**src/rtl/ext_pkg.sv**
```systemverilog
// rtl/ext_pkg.sv - immediate-source codes and instruction field slices
package ext_pkg;

  typedef enum logic [2:0] {
    IMM_DP8   = 3'b000,
    IMM_MEM12 = 3'b001,
    IMM_BR24  = 3'b010,
    IMM_DPROT = 3'b011,
    IMM_HALF  = 3'b100
  } imm_src_e;

  localparam int FIELD_W     = 24;
  localparam int IMM8_MSB    = 7;
  localparam int MEM12_MSB   = 11;
  localparam int ROT_MSB     = 11;
  localparam int ROT_LSB     = 8;
  localparam int HALF_LO_MSB = 3;
  localparam int BR_SEXT_W   = 26;

  // Rotate right by concatenating the word with itself and keeping the low half.
  function automatic logic [31:0] ror32(input logic [31:0] x, input logic [4:0] amt);
    logic [63:0] dbl;
    dbl = {x, x} >> amt;
    return dbl[31:0];
  endfunction

endpackage

```
**src/rtl/ext_pipe_slice.sv**
```systemverilog
// rtl/ext_pipe_slice.sv - generic valid/ready register slice
module ext_pipe_slice #(
  parameter int W = 8
) (
  input  logic         clk,
  input  logic         reset_n,
  input  logic         in_valid,
  output logic         in_ready,
  input  logic [W-1:0] in_data,
  output logic         out_valid,
  input  logic         out_ready,
  output logic [W-1:0] out_data
);

  assign in_ready = !out_valid || out_ready;

  // Data only moves on an accepted transfer, so unaccepted inputs never reach the outputs.
  always_ff @(posedge clk or negedge reset_n) begin
    if (!reset_n) begin
      out_valid <= 1'b0;
      out_data  <= '0;
    end else if (in_valid && in_ready) begin
      out_valid <= 1'b1;
      out_data  <= in_data;
    end else if (out_ready) begin
      out_valid <= 1'b0;
    end
  end

endmodule

```
**src/rtl/imm_extend_pipe.sv**
```systemverilog
// rtl/imm_extend_pipe.sv - pipelined ARMv4 immediate generator with valid/ready handshakes
module imm_extend_pipe
  import ext_pkg::*;
#(
  parameter int DATA_W      = 32,
  parameter int PIPE_STAGES = 1
) (
  input  logic              clk,
  input  logic              reset_n,
  input  logic              in_valid,
  output logic              in_ready,
  input  logic [2:0]        imm_src,
  input  logic [23:0]       instr_field,
  input  logic              carry_in,
  output logic              out_valid,
  input  logic              out_ready,
  output logic [DATA_W-1:0] ext_imm,
  output logic              shifter_carry,
  output logic              illegal
);

  localparam int PW = DATA_W + 2;

  logic [DATA_W-1:0] ext_c;
  logic              carry_c;
  logic              illegal_c;
  logic [31:0]       rot_c;
  logic [4:0]        rot_amt;

  always_comb begin
    rot_amt   = {instr_field[ROT_MSB:ROT_LSB], 1'b0};
    rot_c     = ror32({24'b0, instr_field[IMM8_MSB:0]}, rot_amt);
    ext_c     = '0;
    carry_c   = carry_in;
    illegal_c = 1'b0;
    case (imm_src)
      IMM_DP8:   ext_c[IMM8_MSB:0]  = instr_field[IMM8_MSB:0];
      IMM_MEM12: ext_c[MEM12_MSB:0] = instr_field[MEM12_MSB:0];
      IMM_BR24: begin
        ext_c                 = {DATA_W{instr_field[FIELD_W-1]}};
        ext_c[BR_SEXT_W-1:0]  = {instr_field, 2'b00};
      end
      IMM_DPROT: begin
        ext_c[31:0] = rot_c;
        // A zero rotate leaves the CPSR carry untouched.
        if (instr_field[ROT_MSB:ROT_LSB] != 4'd0) carry_c = rot_c[31];
      end
      IMM_HALF:  ext_c[7:0] = {instr_field[ROT_MSB:ROT_LSB], instr_field[HALF_LO_MSB:0]};
      default: begin
        carry_c   = 1'b0;
        illegal_c = 1'b1;
      end
    endcase
  end

  logic [PIPE_STAGES:0][PW-1:0] stage_data;
  logic [PIPE_STAGES:0]         stage_valid;
  logic [PIPE_STAGES:0]         stage_ready;

  assign stage_data[0]           = {illegal_c, carry_c, ext_c};
  assign stage_valid[0]          = in_valid;
  assign in_ready                = stage_ready[0];
  assign stage_ready[PIPE_STAGES] = out_ready;

  for (genvar i = 0; i < PIPE_STAGES; i++) begin : g_stage
    ext_pipe_slice #(.W(PW)) u_slice (
      .clk       (clk),
      .reset_n   (reset_n),
      .in_valid  (stage_valid[i]),
      .in_ready  (stage_ready[i]),
      .in_data   (stage_data[i]),
      .out_valid (stage_valid[i+1]),
      .out_ready (stage_ready[i+1]),
      .out_data  (stage_data[i+1])
    );
  end

  assign out_valid                        = stage_valid[PIPE_STAGES];
  assign {illegal, shifter_carry, ext_imm} = stage_data[PIPE_STAGES];

endmodule
```
**config.mk**
```make
export PLATFORM = sky130hd
export DESIGN_NAME = imm_extend_pipe
export DESIGN_NICKNAME = d
export VERILOG_FILES = /design/src/rtl/ext_pkg.sv /design/src/rtl/ext_pipe_slice.sv /design/src/rtl/imm_extend_pipe.sv
export SDC_FILE = /design/constraint.sdc
export NUM_CORES = 1
export LEC_CHECK = 0
export CAP_MARGIN = 5
export CORE_ASPECT_RATIO = 1.2
export CORE_UTILIZATION = 45
export DETAILED_ROUTE_END_ITERATION = 6
export HOLD_SLACK_MARGIN = 0.08
export MAX_ROUTING_LAYER = met4
export PLACE_DENSITY_LB_ADDON = 0.08
export SYNTH_ARGS = -nofsm -noshare
export SYNTH_HDL_FRONTEND = slang
export SYNTH_SLANG_ARGS = --single-unit
export TNS_END_PERCENT = 1
```
**constraint.sdc**
```tcl
create_clock -name clk -period 3.72 [get_ports clk]
set_input_delay 0.372 -clock clk [delete_from_list [all_inputs] [get_ports clk]]
set_output_delay 0.372 -clock clk [all_outputs]
set_load 0.05 [all_outputs]
```
Word level (Yosys, flattened, before mapping). Cells that the tools add are included.

Bits in registers: 35. Bits of input ports: 32. Output and inout bits: 36.

Equality and inequality tests: 4. Shift-type cells: 1. Muxes and demuxes: 8. Reductions and logical operators: 9.

Operators with widths (number): one-hot mux 20 bit (2 select lines) (1); right shift 40 x 5 -> 32 bit (1); one-hot mux 8 bit (4 select lines) (1); one-hot mux 4 bit (3 select lines) (1); == test 3 x 2 -> 1 bit (second input constant) (2); OR reduction 5 bit (1); 2-to-1 mux 1 bit (4); nonzero test 4 bit (1); OR reduction 4 bit (1); == test 3 x 1 -> 1 bit (second input constant) (1); == test 3 bit (second input constant) (1); logical NOT 3 bit (1); one-hot mux 1 bit (2 select lines) (1); nonzero test 2 bit (1); OR reduction 2 bit (1); logical AND 1 bit (1); logical NOT 1 bit (1); logical OR 1 bit (1).

Logic depth before layout (Yosys ltp).
Depth in word-level cells: 4. Depth in mapped cells: 7. Depth with buffers taken out: 5.

Hierarchy. From an unflattened synthesis, not the netlist that was laid out.

Cells, all modules: 219. Area total of the unflattened synthesis: 2389.8 um2.

By module, submodules not included: ext_pipe_slice (times used 1, cells each 75, area each 1463.9 um2, seq. area each 875.8 um2); imm_extend_pipe (times used 1, cells each 144, area each 925.9 um2, seq. area each 0.0 um2).

Least setup slack after synthesis. Ideal clock, no wire load.

Kind: register to register. Start point: register g_stage[0].u_slice.out_valid. End point: register g_stage[0].u_slice.out_data[3]. Arrival: 1943 ps. Required time: 3632 ps. Setup slack: 1690 ps. Cell stages (with the launch flop): 6. Path buffers: 0. Clock period less this slack: 2030 ps. Cells stage by stage: dfrtp_1 -> nor2b_1 -> inv_1 -> nand3_1 -> or4_1 -> o211ai_1.

Longest elaborated chain between the ends: 3.

Ends and longest elaborated chain: from (decl) (RTL line ext_pipe_slice.sv:10) `output logic out_valid,`; from (signal assigned) (RTL line ext_pipe_slice.sv:20) `out_valid <= 1'b0;`; from (signal assigned) (RTL line ext_pipe_slice.sv:23) `out_valid <= 1'b1;`; from (signal assigned) (RTL line ext_pipe_slice.sv:26) `out_valid <= 1'b0;`; logical NOT 1 bit (RTL line ext_pipe_slice.sv:15) `assign in_ready = !out_valid || out_ready;`; logical OR 1 bit (RTL line ext_pipe_slice.sv:15); via in_ready (RTL line imm_extend_pipe.sv:11) `output logic in_ready,`; logical AND 1 bit (RTL line ext_pipe_slice.sv:22) `end else if (in_valid && in_ready) begin`; to (signal assigned) (RTL line ext_pipe_slice.sv:24) `out_data <= in_data;`; to (decl) (RTL line ext_pipe_slice.sv:12) `output logic [W-1:0] out_data`.

The timed path passes the listed nets, and every way through them passes these cells. A chain may end at the register's enable or synchronous reset.

Worst setup path after layout.
Start point: input imm_src[1]. End point: register g_stage[0].u_slice.out_data[31].

Longest elaborated chain between the ends: 2.

Ends and longest elaborated chain: from (decl) (RTL line imm_extend_pipe.sv:12) `input logic [2:0] imm_src,`; == test 3 x 2 -> 1 bit (RTL line imm_extend_pipe.sv:36) `case (imm_src)`; one-hot mux 20 bit (2 select lines) (*) (RTL line imm_extend_pipe.sv:36).

Mark *: on every way between the ends. The rest lies on a longest branch, timed or not.

==> flow_summary.toml <==
[finish]
fillCellCount = 423
seq_area_um2 = 875.8
area_delta_synth_final_pct = 35.46
multi_input_area_um2 = 1237
fin_nets = 350
diodes = 0
drive_above_1_share_pct = 6.270

[grt]
grt_overflow_total = 0
grt_pass1_wl_um = 11530
grt_pass1_vias = 2125
grt_usage_pct = 30.59
grt_max_degree = 36
antenna_found_initial = 0

[power_and_ir_drop]
power_frac_comb_pct = 36.9
power_frac_seq_pct = 36.9
intPower_uw = 745.5
p_leak_uw = 0.001192
netSwitchingPower_uw = 456.0
p_sw_share_pct = 37.95
vdd_drop_max_v = 0.0002957
p_per_area_nw_per_um2 = 395.8
power_uw = 1202
clkPwrFrac_pct = 26.2

[route]
first_pass_iters = 5
drt-total-wl_um = 7158
drc_errors = 0
ant_nets = 0
drt-initial-drc-count = 226
wl_per_cell_um = 18.99
vias = 2338
vias_per_cell = 6.202

[min_path]
hold_class = "reg2reg"
hold_path.startpoint = "g_stage[0].u_slice.out_data[8]"
hold_path_end = "g_stage[0].u_slice.out_data[8]"
hold_depth = 2

[cts]
clk_pin_slew_worst_paths_ns = 0.07
clock_latency_ns = 0.29
clockBufferDepth = 2
cts_hold_buffers = 0
cts_tree = "done"
cts_made_buffers = 5
cts_setup_buffers = 0
cts_resized = 0
cts.sinks = 35
h-tree-depth = 2
root_buffer = "clkbuf_8"

[logic_synthesis]
synth_area_um2 = 2241
ys_warn_count = 0
ys_ff_latch = 35
synth_ff_type = "dfrtp_1"
netlist-cell-type-count = 46
synth_seq_area_share_pct = 39.08
synth_async_sr_flop_share_pct = 100.0
synth_nets = 289
synth_area_per_cell_um2 = 8.719
syn_inst = 257
synth_edf_count = 0

[die]
num_rows = 27
die_h_um = 79.31
start_util_pct = 47.72
die_w_um = 66.42
pin_count = 68
core_area_um2 = 4696
die_area_um2 = 5267

[timing]
max_slew.worst_pin.slew_ns = 0.7987
fmax_mhz = 401.5
relSlewSlack_pct = 46.70
finalSetupViolCount = 0
drv_slew = 0
fin_tns_setup_ns = 0
skew_ns = 0.004161
layout_worst_path_cycle_share_pct = 66.95
rsz0062_at_grt = "no"
hold_viol = 0
hold_slack_ns = 0.4825
fin_crit_ns = 2.490

[setup_path]
crit_path_start = "imm_src[1]"
r2r-end = "g_stage[0].u_slice.out_data[23]"
crit_arrival_ns = 2.68
r2r_slack_ns = 1.96
cp_max_fo = 18
crit_path_end_kind = "flip-flop"
critPathKind = "in2reg"
cp.required_ns = 3.91
critPathLaunchType = "primary input"
reg2reg_from = "g_stage[0].u_slice.out_valid"
reg2regPathDepth = 6

[job]
drv_cap = 0

[status]
outcome = "complete, no violations"

[placement]
routabilityCongestion = 1.040
port_buffers = 67
dp_hpwl_um = 5209
## cell type report
type / count / area share (%)
multi-input cells: 196 / 40.77
flip-flops and latches: 35 / 28.85
repair buffers: 74 / 23.83
clock buffers: 7 / 3.174
well taps: 58 / 2.391
inverters: 6 / 0.7420
clock inverters: 1 / 0.2473
## layout by cell type, fill, tap and decap left out, drive strengths merged, types with 2 or more instances in the layout
cell type,count
and3,4
nor2,22
a31oi,5
nor3,9
nand2b,7
clkbuf,7
or3,2
nand3,5
nor4,2
o32a,2
clkdlybuf4s50,67
buf,7
nand2,28
o221ai,4
mux2i,14
nor2b,3
a221oi,3
a32oi,3
o22a,4
dfrtp,35
nand3b,10
a22oi,3
o21ai,22
a211oi,6
and2,2
inv,6
a2111oi,3
a21oi,15
o211ai,2
mux2,2
a221o,2
## stage by stage
step / utilization (%) / std cells / cell area [um2] / worst slack (ns)
2_1_floorplan: - / 257 / 2241 / 1.690
4_1_cts: 64.64 / 377 / 3035 / 1.276
5_1_grt: 64.64 / 377 / 3035 / 1.095
6_report: 64.64 / 377 / 3035 / 1.230
3_5_place_dp: 62.43 / 369 / 2932 / 0.9844
3_3_place_gp: 62.43 / 369 / 2932 / 1.047
## power by group through the flow
stage / Clock [uW] / Sequential, uW / Combinational, uW
2_1_floorplan: 0 / 593 / 129
3_3_place_gp: 0 / 449 / 440
3_5_place_dp: 0 / 451 / 441
4_1_cts: 323 / 444 / 443
5_1_grt: 337 / 448 / 469
6_report: 315 / 443 / 444
## how the worst max path moves through the flow
stage,end
2_1_floorplan,g_stage[0].u_slice.out_data[3]
3_3_place_gp,g_stage[0].u_slice.out_data[31]
3_5_place_dp,g_stage[0].u_slice.out_data[31]
4_1_cts,g_stage[0].u_slice.out_data[31]
5_1_grt,g_stage[0].u_slice.out_data[26]
6_report,g_stage[0].u_slice.out_data[31]
## cells by family after synthesis
logic type	Yosys count	synth area share, %
and+or+nand+nor	99	22.95
AOI/OAI and AO/OA	81	24.85
muxes	16	7.426
DFF	35	39.08
buffers and inverters	26	5.695
## cells in the mapped netlist (2+ instances only)
| library cell | n | share of area, % |
|---|---|---|
| and3_1 | 4 | 1.1 |
| nand2_1 | 28 | 4.7 |
| nor2_1 | 22 | 3.7 |
| a22oi_1 | 3 | 1.0 |
| buf_2 | 12 | 2.7 |
| a31oi_1 | 4 | 1.1 |
| a211oi_1 | 6 | 2.0 |
| a221o_1 | 2 | 0.89 |
| o211ai_1 | 2 | 0.67 |
| a2111oi_0 | 3 | 1.2 |
| o221ai_1 | 4 | 1.6 |
| dfrtp_1 | 35 | 39 |
| o32a_1 | 2 | 0.89 |
| a21oi_1 | 15 | 3.3 |
| o21ai_0 | 21 | 4.7 |
| inv_1 | 6 | 1.0 |
| clkbuf_1 | 6 | 1.0 |
| a221oi_1 | 3 | 1.2 |
| mux2_2 | 2 | 1.0 |
| buf_6 | 2 | 1.0 |
| or3_1 | 2 | 0.56 |
| and2_1 | 2 | 0.56 |
| nand3_1 | 5 | 1.1 |
| nand2b_1 | 7 | 2.0 |
| nand3b_1 | 10 | 3.3 |
| o22a_1 | 4 | 1.6 |
| nor2b_1 | 3 | 0.84 |
| nor4_1 | 2 | 0.56 |
| nor3_1 | 9 | 2.0 |
| mux2i_1 | 13 | 5.8 |
| a32oi_1 | 3 | 1.2 |
## critical path, stage by stage
cell and delay [ns]:
clkdlybuf4s50_1 0.85, nor3b_4 0.78, nand2_1 0.17, and3_1 0.26, a211oi_1 0.24
## state kept, by name (all words and copies together), names as in the netlist
register and cells:
g_stage.u_slice.out_data 34, g_stage.u_slice.out_valid 1
## routing by layer
layer	wire length, um	global-route usage [%]	part of all wire [%]	vias up
li1	-	-	-	1086
met1	3067	41.89	43	1083
met2	3345	46.33	47	148
met3	581	4.741	8.1	21
met4	164	9.574	2.3	0
met5	0	-	0	-
(Power assumes the default switching activity.)
